## config.mk

```make
export PLATFORM = sky130hd
export DESIGN_NAME = pc_sequencer_flat
export DESIGN_NICKNAME = d
export VERILOG_FILES = /design/src/rtl/pc_sequencer_pkg.sv /design/src/rtl/pc_sequencer_if.sv /design/src/rtl/pc_sequencer_next_sel.sv /design/src/rtl/pc_sequencer.sv /design/src/flat_wrapper.sv
export SDC_FILE = /design/constraint.sdc
export NUM_CORES = 1
export LEC_CHECK = 0
export ABC_CLOCK_PERIOD_IN_PS = 3500
export CORE_MARGIN = 2
export CORE_UTILIZATION = 39
export CTS_CLUSTER_DIAMETER = 80
export CTS_CLUSTER_SIZE = 12
export DETAILED_ROUTE_END_ITERATION = 10
export PLACE_DENSITY = 0.78
export SYNTH_ARGS = -nofsm -noshare
export SYNTH_HDL_FRONTEND = slang
export SYNTH_SLANG_ARGS = --single-unit
export TNS_END_PERCENT = 20
```

## constraint.sdc

```tcl
create_clock -name clock -period 3.5 [get_ports clock]
set_input_delay 0.7 -clock clock [delete_from_list [all_inputs] [get_ports clock]]
set_output_delay 0.7 -clock clock [all_outputs]
set_load 0.01 [all_outputs]
```

## src/rtl/pc_sequencer_pkg.sv

```systemverilog
// Shared types and constants for the fetch-side PC sequencer.
// Optional exception support is enabled with PC_SEQ_EXCEPTION_EN.
package pc_seq_pkg;

  localparam int PC_W = 32;

  localparam logic [PC_W-1:0] RESET_VECTOR_DEF = 32'h0000_0000;
  localparam logic [PC_W-1:0] EXC_VECTOR_DEF   = 32'h0000_0080;

  typedef enum logic [1:0] {
    IDLE,
    FETCH,
    HOLD
  } seqState_e;

endpackage

```

## src/rtl/pc_sequencer_if.sv

```systemverilog
// Bundle of instruction-memory, decode and redirect signals around the sequencer.
// The exc line exists only when PC_SEQ_EXCEPTION_EN is defined.
interface pc_sequencer_if;
  import pc_seq_pkg::*;

  logic            imem_req;
  logic [PC_W-1:0] imem_addr;
  logic            imem_ack;
  logic [PC_W-1:0] imem_rdata;
  logic [PC_W-1:0] instr;
  logic            instr_valid;
  logic            instr_ready;
  logic            branch_taken;
  logic [PC_W-1:0] branch_offset;
  logic            jump;
  logic [PC_W-1:0] jump_target;
`ifdef PC_SEQ_EXCEPTION_EN
  logic            exc;
`endif
  logic [PC_W-1:0] pc;
  logic [PC_W-1:0] pc_plus4;

  modport master (
`ifdef PC_SEQ_EXCEPTION_EN
    input  exc,
`endif
    input  imem_ack, imem_rdata, instr_ready,
    input  branch_taken, branch_offset, jump, jump_target,
    output imem_req, imem_addr, instr, instr_valid, pc, pc_plus4
  );

  modport slave (
`ifdef PC_SEQ_EXCEPTION_EN
    output exc,
`endif
    output imem_ack, imem_rdata, instr_ready,
    output branch_taken, branch_offset, jump, jump_target,
    input  imem_req, imem_addr, instr, instr_valid, pc, pc_plus4
  );

endinterface

```

## src/rtl/pc_sequencer_next_sel.sv

```systemverilog
// Combinational next-PC selection: pc+4, branch target, priority mux, word alignment.
// Exception priority is active only when the parent drives exc_i (PC_SEQ_EXCEPTION_EN).
module pc_next_sel
  import pc_seq_pkg::*;
#(
  parameter logic [PC_W-1:0] EXC_VECTOR = EXC_VECTOR_DEF
) (
  input  logic [PC_W-1:0] pc_i,
  input  logic            exc_i,
  input  logic            jump_i,
  input  logic [PC_W-1:0] jumpTarget_i,
  input  logic            branchTaken_i,
  input  logic [PC_W-1:0] branchOffset_i,
  output logic [PC_W-1:0] pcPlus4_o,
  output logic [PC_W-1:0] nextPc_o
);

  logic [PC_W-1:0] pcPlus4;
  logic [PC_W-1:0] branchTarget;
  logic [PC_W-1:0] target;

  // Branch offsets are relative to the following instruction; wraps mod 2^32.
  always_comb begin
    pcPlus4      = pc_i + PC_W'(4);
    branchTarget = pcPlus4 + branchOffset_i;
    target       = pcPlus4;
    if (exc_i) begin
      target = EXC_VECTOR;
    end else if (jump_i) begin
      target = jumpTarget_i;
    end else if (branchTaken_i) begin
      target = branchTarget;
    end
  end

  assign pcPlus4_o = pcPlus4;
  assign nextPc_o  = {target[PC_W-1:2], 2'b00};

endmodule

```

## src/rtl/pc_sequencer.sv

```systemverilog
// Fetch controller: owns the PC, runs the imem req/ack and decode valid/ready handshakes.
// Define PC_SEQ_EXCEPTION_EN to add the exc input and the exception-pending redirect.
module pc_sequencer
  import pc_seq_pkg::*;
#(
  parameter logic [PC_W-1:0] RESET_VECTOR = RESET_VECTOR_DEF,
  parameter logic [PC_W-1:0] EXC_VECTOR   = EXC_VECTOR_DEF
) (
  input  logic            clock,
  input  logic            reset,
  pc_sequencer_if.master  bus
);

  seqState_e       state_q;
  logic [PC_W-1:0] pc_q;
  logic [PC_W-1:0] instr_q;
  logic            imemReq_q;
  logic            instrValid_q;
  logic [PC_W-1:0] pc_d;
  logic [PC_W-1:0] pcPlus4;
  logic            excNow;

`ifdef PC_SEQ_EXCEPTION_EN
  logic            excPend_q;
  assign excNow = excPend_q | bus.exc;
`else
  assign excNow = 1'b0;
`endif

  pc_next_sel #(
    .EXC_VECTOR(EXC_VECTOR)
  ) u_next_sel (
    .pc_i          (pc_q),
    .exc_i         (excNow),
    .jump_i        (bus.jump),
    .jumpTarget_i  (bus.jump_target),
    .branchTaken_i (bus.branch_taken),
    .branchOffset_i(bus.branch_offset),
    .pcPlus4_o     (pcPlus4),
    .nextPc_o      (pc_d)
  );

  // A pending exception is consumed by whichever transition launches the vector fetch.
  always_ff @(posedge clock) begin
    if (reset) begin
      state_q      <= IDLE;
      pc_q         <= RESET_VECTOR;
      instr_q      <= '0;
      imemReq_q    <= 1'b0;
      instrValid_q <= 1'b0;
`ifdef PC_SEQ_EXCEPTION_EN
      excPend_q    <= 1'b0;
`endif
    end else begin
`ifdef PC_SEQ_EXCEPTION_EN
      if (bus.exc) begin
        excPend_q <= 1'b1;
      end
`endif
      case (state_q)
        IDLE: begin
          state_q   <= FETCH;
          imemReq_q <= 1'b1;
        end
        FETCH: begin
          if (bus.imem_ack) begin
`ifdef PC_SEQ_EXCEPTION_EN
            if (excNow) begin
              pc_q      <= pc_d;
              excPend_q <= 1'b0;
            end else
`endif
            begin
              instr_q      <= bus.imem_rdata;
              instrValid_q <= 1'b1;
              imemReq_q    <= 1'b0;
              state_q      <= HOLD;
            end
          end
        end
        HOLD: begin
          if (excNow || bus.instr_ready) begin
            instrValid_q <= 1'b0;
            imemReq_q    <= 1'b1;
            pc_q         <= pc_d;
            state_q      <= FETCH;
`ifdef PC_SEQ_EXCEPTION_EN
            excPend_q    <= 1'b0;
`endif
          end
        end
        default: begin
          state_q      <= IDLE;
          imemReq_q    <= 1'b0;
          instrValid_q <= 1'b0;
        end
      endcase
    end
  end

  assign bus.imem_req    = imemReq_q;
  assign bus.imem_addr   = pc_q;
  assign bus.instr       = instr_q;
  assign bus.instr_valid = instrValid_q;
  assign bus.pc          = pc_q;
  assign bus.pc_plus4    = pcPlus4;

endmodule

```

## src/flat_wrapper.sv

```systemverilog
// flat-port wrapper written by rule: the top's interface ports become plain ports
module pc_sequencer_flat import pc_seq_pkg::*;
#(
  parameter logic [PC_W-1:0] RESET_VECTOR = RESET_VECTOR_DEF,
  parameter logic [PC_W-1:0] EXC_VECTOR   = EXC_VECTOR_DEF
)
  (clock, reset, bus_imem_ack, bus_imem_rdata, bus_instr_ready, bus_branch_taken, bus_branch_offset, bus_jump, bus_jump_target, bus_imem_req, bus_imem_addr, bus_instr, bus_instr_valid, bus_pc, bus_pc_plus4);
  pc_sequencer_if bus_i ();
  input  logic clock;
  input  logic reset;
  input wire logic [$bits(bus_i.imem_ack)-1:0] bus_imem_ack;
  input wire logic [$bits(bus_i.imem_rdata)-1:0] bus_imem_rdata;
  input wire logic [$bits(bus_i.instr_ready)-1:0] bus_instr_ready;
  input wire logic [$bits(bus_i.branch_taken)-1:0] bus_branch_taken;
  input wire logic [$bits(bus_i.branch_offset)-1:0] bus_branch_offset;
  input wire logic [$bits(bus_i.jump)-1:0] bus_jump;
  input wire logic [$bits(bus_i.jump_target)-1:0] bus_jump_target;
  output wire logic [$bits(bus_i.imem_req)-1:0] bus_imem_req;
  output wire logic [$bits(bus_i.imem_addr)-1:0] bus_imem_addr;
  output wire logic [$bits(bus_i.instr)-1:0] bus_instr;
  output wire logic [$bits(bus_i.instr_valid)-1:0] bus_instr_valid;
  output wire logic [$bits(bus_i.pc)-1:0] bus_pc;
  output wire logic [$bits(bus_i.pc_plus4)-1:0] bus_pc_plus4;
  assign bus_i.imem_ack = bus_imem_ack;
  assign bus_i.imem_rdata = bus_imem_rdata;
  assign bus_i.instr_ready = bus_instr_ready;
  assign bus_i.branch_taken = bus_branch_taken;
  assign bus_i.branch_offset = bus_branch_offset;
  assign bus_i.jump = bus_jump;
  assign bus_i.jump_target = bus_jump_target;
  assign bus_imem_req = bus_i.imem_req;
  assign bus_imem_addr = bus_i.imem_addr;
  assign bus_instr = bus_i.instr;
  assign bus_instr_valid = bus_i.instr_valid;
  assign bus_pc = bus_i.pc;
  assign bus_pc_plus4 = bus_i.pc_plus4;
  pc_sequencer #(.RESET_VECTOR(RESET_VECTOR), .EXC_VECTOR(EXC_VECTOR)) u_core (.clock(clock), .reset(reset), .bus(bus_i));
endmodule
```

==> impl_metrics.ini <==
[outcome]
status = finished, final reports clean

[sta]
period_needed_ns = 3.44
tightest_slew_ns = 0.631
whs_ns = 0.453
maxSlewHeadroom_pct = 58.0
fin_crit_sh_pct = 98.2
max_freq_ghz = 0.291
clock_skew_ns = 0.00603
tns_ns = 0
finalSetupViolations = 0
drv_slew = 0
rsz0062_at_grt = yes
hold_viol_final = 0

[synthesis]
ys_seq_area_share_pct = 24.3
synth_edf_count = 0
ys_top_cells_by_area = dfxtp_1 (24%), nand2_1 (9.5%), ha_1 (8.4%)
synth_seq_cells = 65
syn_area_mm2 = 0.00535
synth.largest_area_cell = dfxtp_1
synth_top_cell_area_share_pct = 24.3
async_flop_share_pct = 0
yosysMostFrequentCell = nand2_1
ys_warn_count = 0
syn_area_per_cell_um2 = 7.37
ys_types = 76
synth_commonest_cells = nand2_1 (136), a21oi_1 (85), dfxtp_1 (65)
ys.flop_type = dfxtp_1
synthCells = 726

[setup_path]
r2r_start = u_core.bus.imem_addr[6]
crit_chain = and3_1, and3_2, nand3_2, or2_4, nor2_4, and3_4, xor2_4, buf_4, clkdlybuf4s50_1
critPathMaxFanout = 3
worstPathArrival_ns = 2.74
endpoint = bus_pc_plus4[26]
reg2reg_to = u_core.bus.imem_addr[26]
crit_path_end_kind = output pin
r2r_setup_slack_ns = 0.13
critPathSlowestCell = clkdlybuf4s50_1
crit_type = register to output pin
r2r_cells = 14
max_stage_delay_ns = 0.53
cp_num_cells = 9
crit_family = simple AND/OR/NAND/NOR gates
timing.critical_path.buf_inv = 2
required_ns = 2.80
startpoint_type = register
crit_start = u_core.bus.imem_addr[6]

[detailed_routing]
drc = 0
ant_nets = 0
wl_per_cell_um = 16.9
via_per_inst = 5.38
vias = 6193
drt_iter0_drc = 335
dr.pass1.iters = 5
wl_um = 19500

[placement]
dp.cells = 1130
io_buffers = 221
placed_area_mm2 = 0.00794
gp_congestion = 0.933
dp_hpwl_um = 15000

[cells_and_area]
nets = 1110
drive_gt1_share_pct = 15.1
n_antenna_cell = 0
multi_input_area_mm2 = 0.00376
area_growth_pct = 57.7
fillCellCount = 1201
seq_area_mm2 = 0.00131
stdcell_area_mm2 = 0.00844
finalNonFillerCells = 1152

[cts]
cts_sinks = 65
clock_latency_ns = 0.34
cts_buffers = 9
cts-root-buf = clkbuf_16
cts_hold_buffers = 0
tritoncts = yes
h-tree-depth = 3
cts_buffer_depth = 2
clk_pin_slew_ns = 0.06

[floorplan]
die_h_um = 121
start_util_pct = 40.2
io-pin-count = 232
rows = 42
dieArea_mm2 = 0.0147
core_area_mm2 = 0.0133
die_w_um = 121

[grt]
grt_busiest_layer = met2
grt_pass1_wl_um = 30800
grt_pass1_vias = 6117
grt_use_total_pct = 26.2
grt_util_met1_pct = 32.0
grt_max_degree = 34
grtUsageMet2_pct = 45.6
gr-total-overflow = 0
grtUsageMet3_pct = 6.53
antenna_found_initial = 0

[pwr]
power_density_mw_per_mm2 = 267
ir_drop_mv = 0.259
power.leakage_nw = 3.43

[min_path]
hold_path.class = register to register

[run]
drv_cap = 0
==> placed cells by master, fill, tap and decap left out, drive strengths merged, types with 13 or more instances in the layout <==
cell,n
dfxtp,65
inv,16
nand2,136
buf,79
a21oi,86
ha,36
o21ai,42
xnor2,24
clkdlybuf4s50,219
nor2,53
nand3,24
xor2,22
a211oi,13
==> registers in the layout, summed over array words and instances, names as in the netlist <==
register,cells
u_core.bus.instr_valid,1
u_core.bus.imem_addr,30
u_core.state_q,2
u_core.bus.instr,32
==> how the worst min path moves through the flow <==
stage                               startpoint                    to  slack, ns  cells after the start
final                     u_core.bus.instr[15]  u_core.bus.instr[15]       0.45                      2
after global routing      u_core.bus.instr[21]  u_core.bus.instr[21]       0.47                      2
after CTS                 u_core.bus.instr[23]  u_core.bus.instr[23]       0.45                      2
after detailed placement  u_core.bus.instr[23]  u_core.bus.instr[23]       0.45                      2
after global placement    u_core.bus.instr[26]  u_core.bus.instr[26]       0.44                      2
after floorplan            u_core.bus.instr[0]   u_core.bus.instr[0]       0.48                      2
==> area by class of cell <==
class / instances / area share, %
inverters: 13 / 0.578
multi-input cells: 583 / 44.5
clock buffers: 9 / 2.67
clock inverters: 7 / 0.993
well taps: 176 / 2.61
flip-flops and latches: 65 / 15.6
repair buffers: 299 / 33.1
==> routing by layer <==
layer  routed length, µm  vias to the layer above  part of all wire, %
li1                    -                     3028                    -
met1                7890                     2858                   41
met2                9530                      271                   49
met3                1580                       36                  8.1
met4                 445                        0                  2.3
met5                   0                        -                    0
==> per-stage QoR <==
stage	setup WS (ns)	total power, mW	utilization, %
6_report	0.0635	2.26	63.5
5_1_grt	-0.0505	2.36	63.5
4_1_cts	0.00822	2.26	62.1
3_5_place_dp	-0.0229	1.31	59.7
3_3_place_gp	-0.0166	1.31	59.7
2_1_floorplan	0.000299	1.05	-
==> worst register-to-register path: cells and delay by family (launching register included) <==
kind	cells	cell delay (ns)
flip-flops	1	0.33
adder cells (fa/ha/maj)	1	0.39
AO/OA/AOI/OAI	4	0.69
AND/OR/NAND/NOR	7	1.55
XOR/XNOR	2	0.30
==> cells by family (layout without fill, tap and decap cells) <==
logic type	Yosys count	after routing	share of synthesized area [%]
other cells	1	6	0.0701
xor+xnor	46	46	7.81
buf+inv	83	328	8.58
compound gates	211	211	24.6
fa+ha+maj	37	37	8.79
mux	11	11	2.08
simple gates	272	272	23.7
flops	65	65	24.3
==> timing repair <==
| action | CTS | global route |
|---|---|---|
| pin swaps | 0 | 8 |
| resized for setup | 3 | 25 |
| setup buffers | 0 | 6 |
| endpoints found under the setup margin | 1 | 16 |
==> report_power, final <==
group / total [mW] / switching (mW) / leakage (nW) / internal [mW]
Combinational: 0.523 / 0.249 / 2.74 / 0.274
Sequential: 0.785 / 0.0183 / 0.532 / 0.767
Clock: 0.947 / 0.382 / 0.149 / 0.565
(Power assumes the default switching activity.)
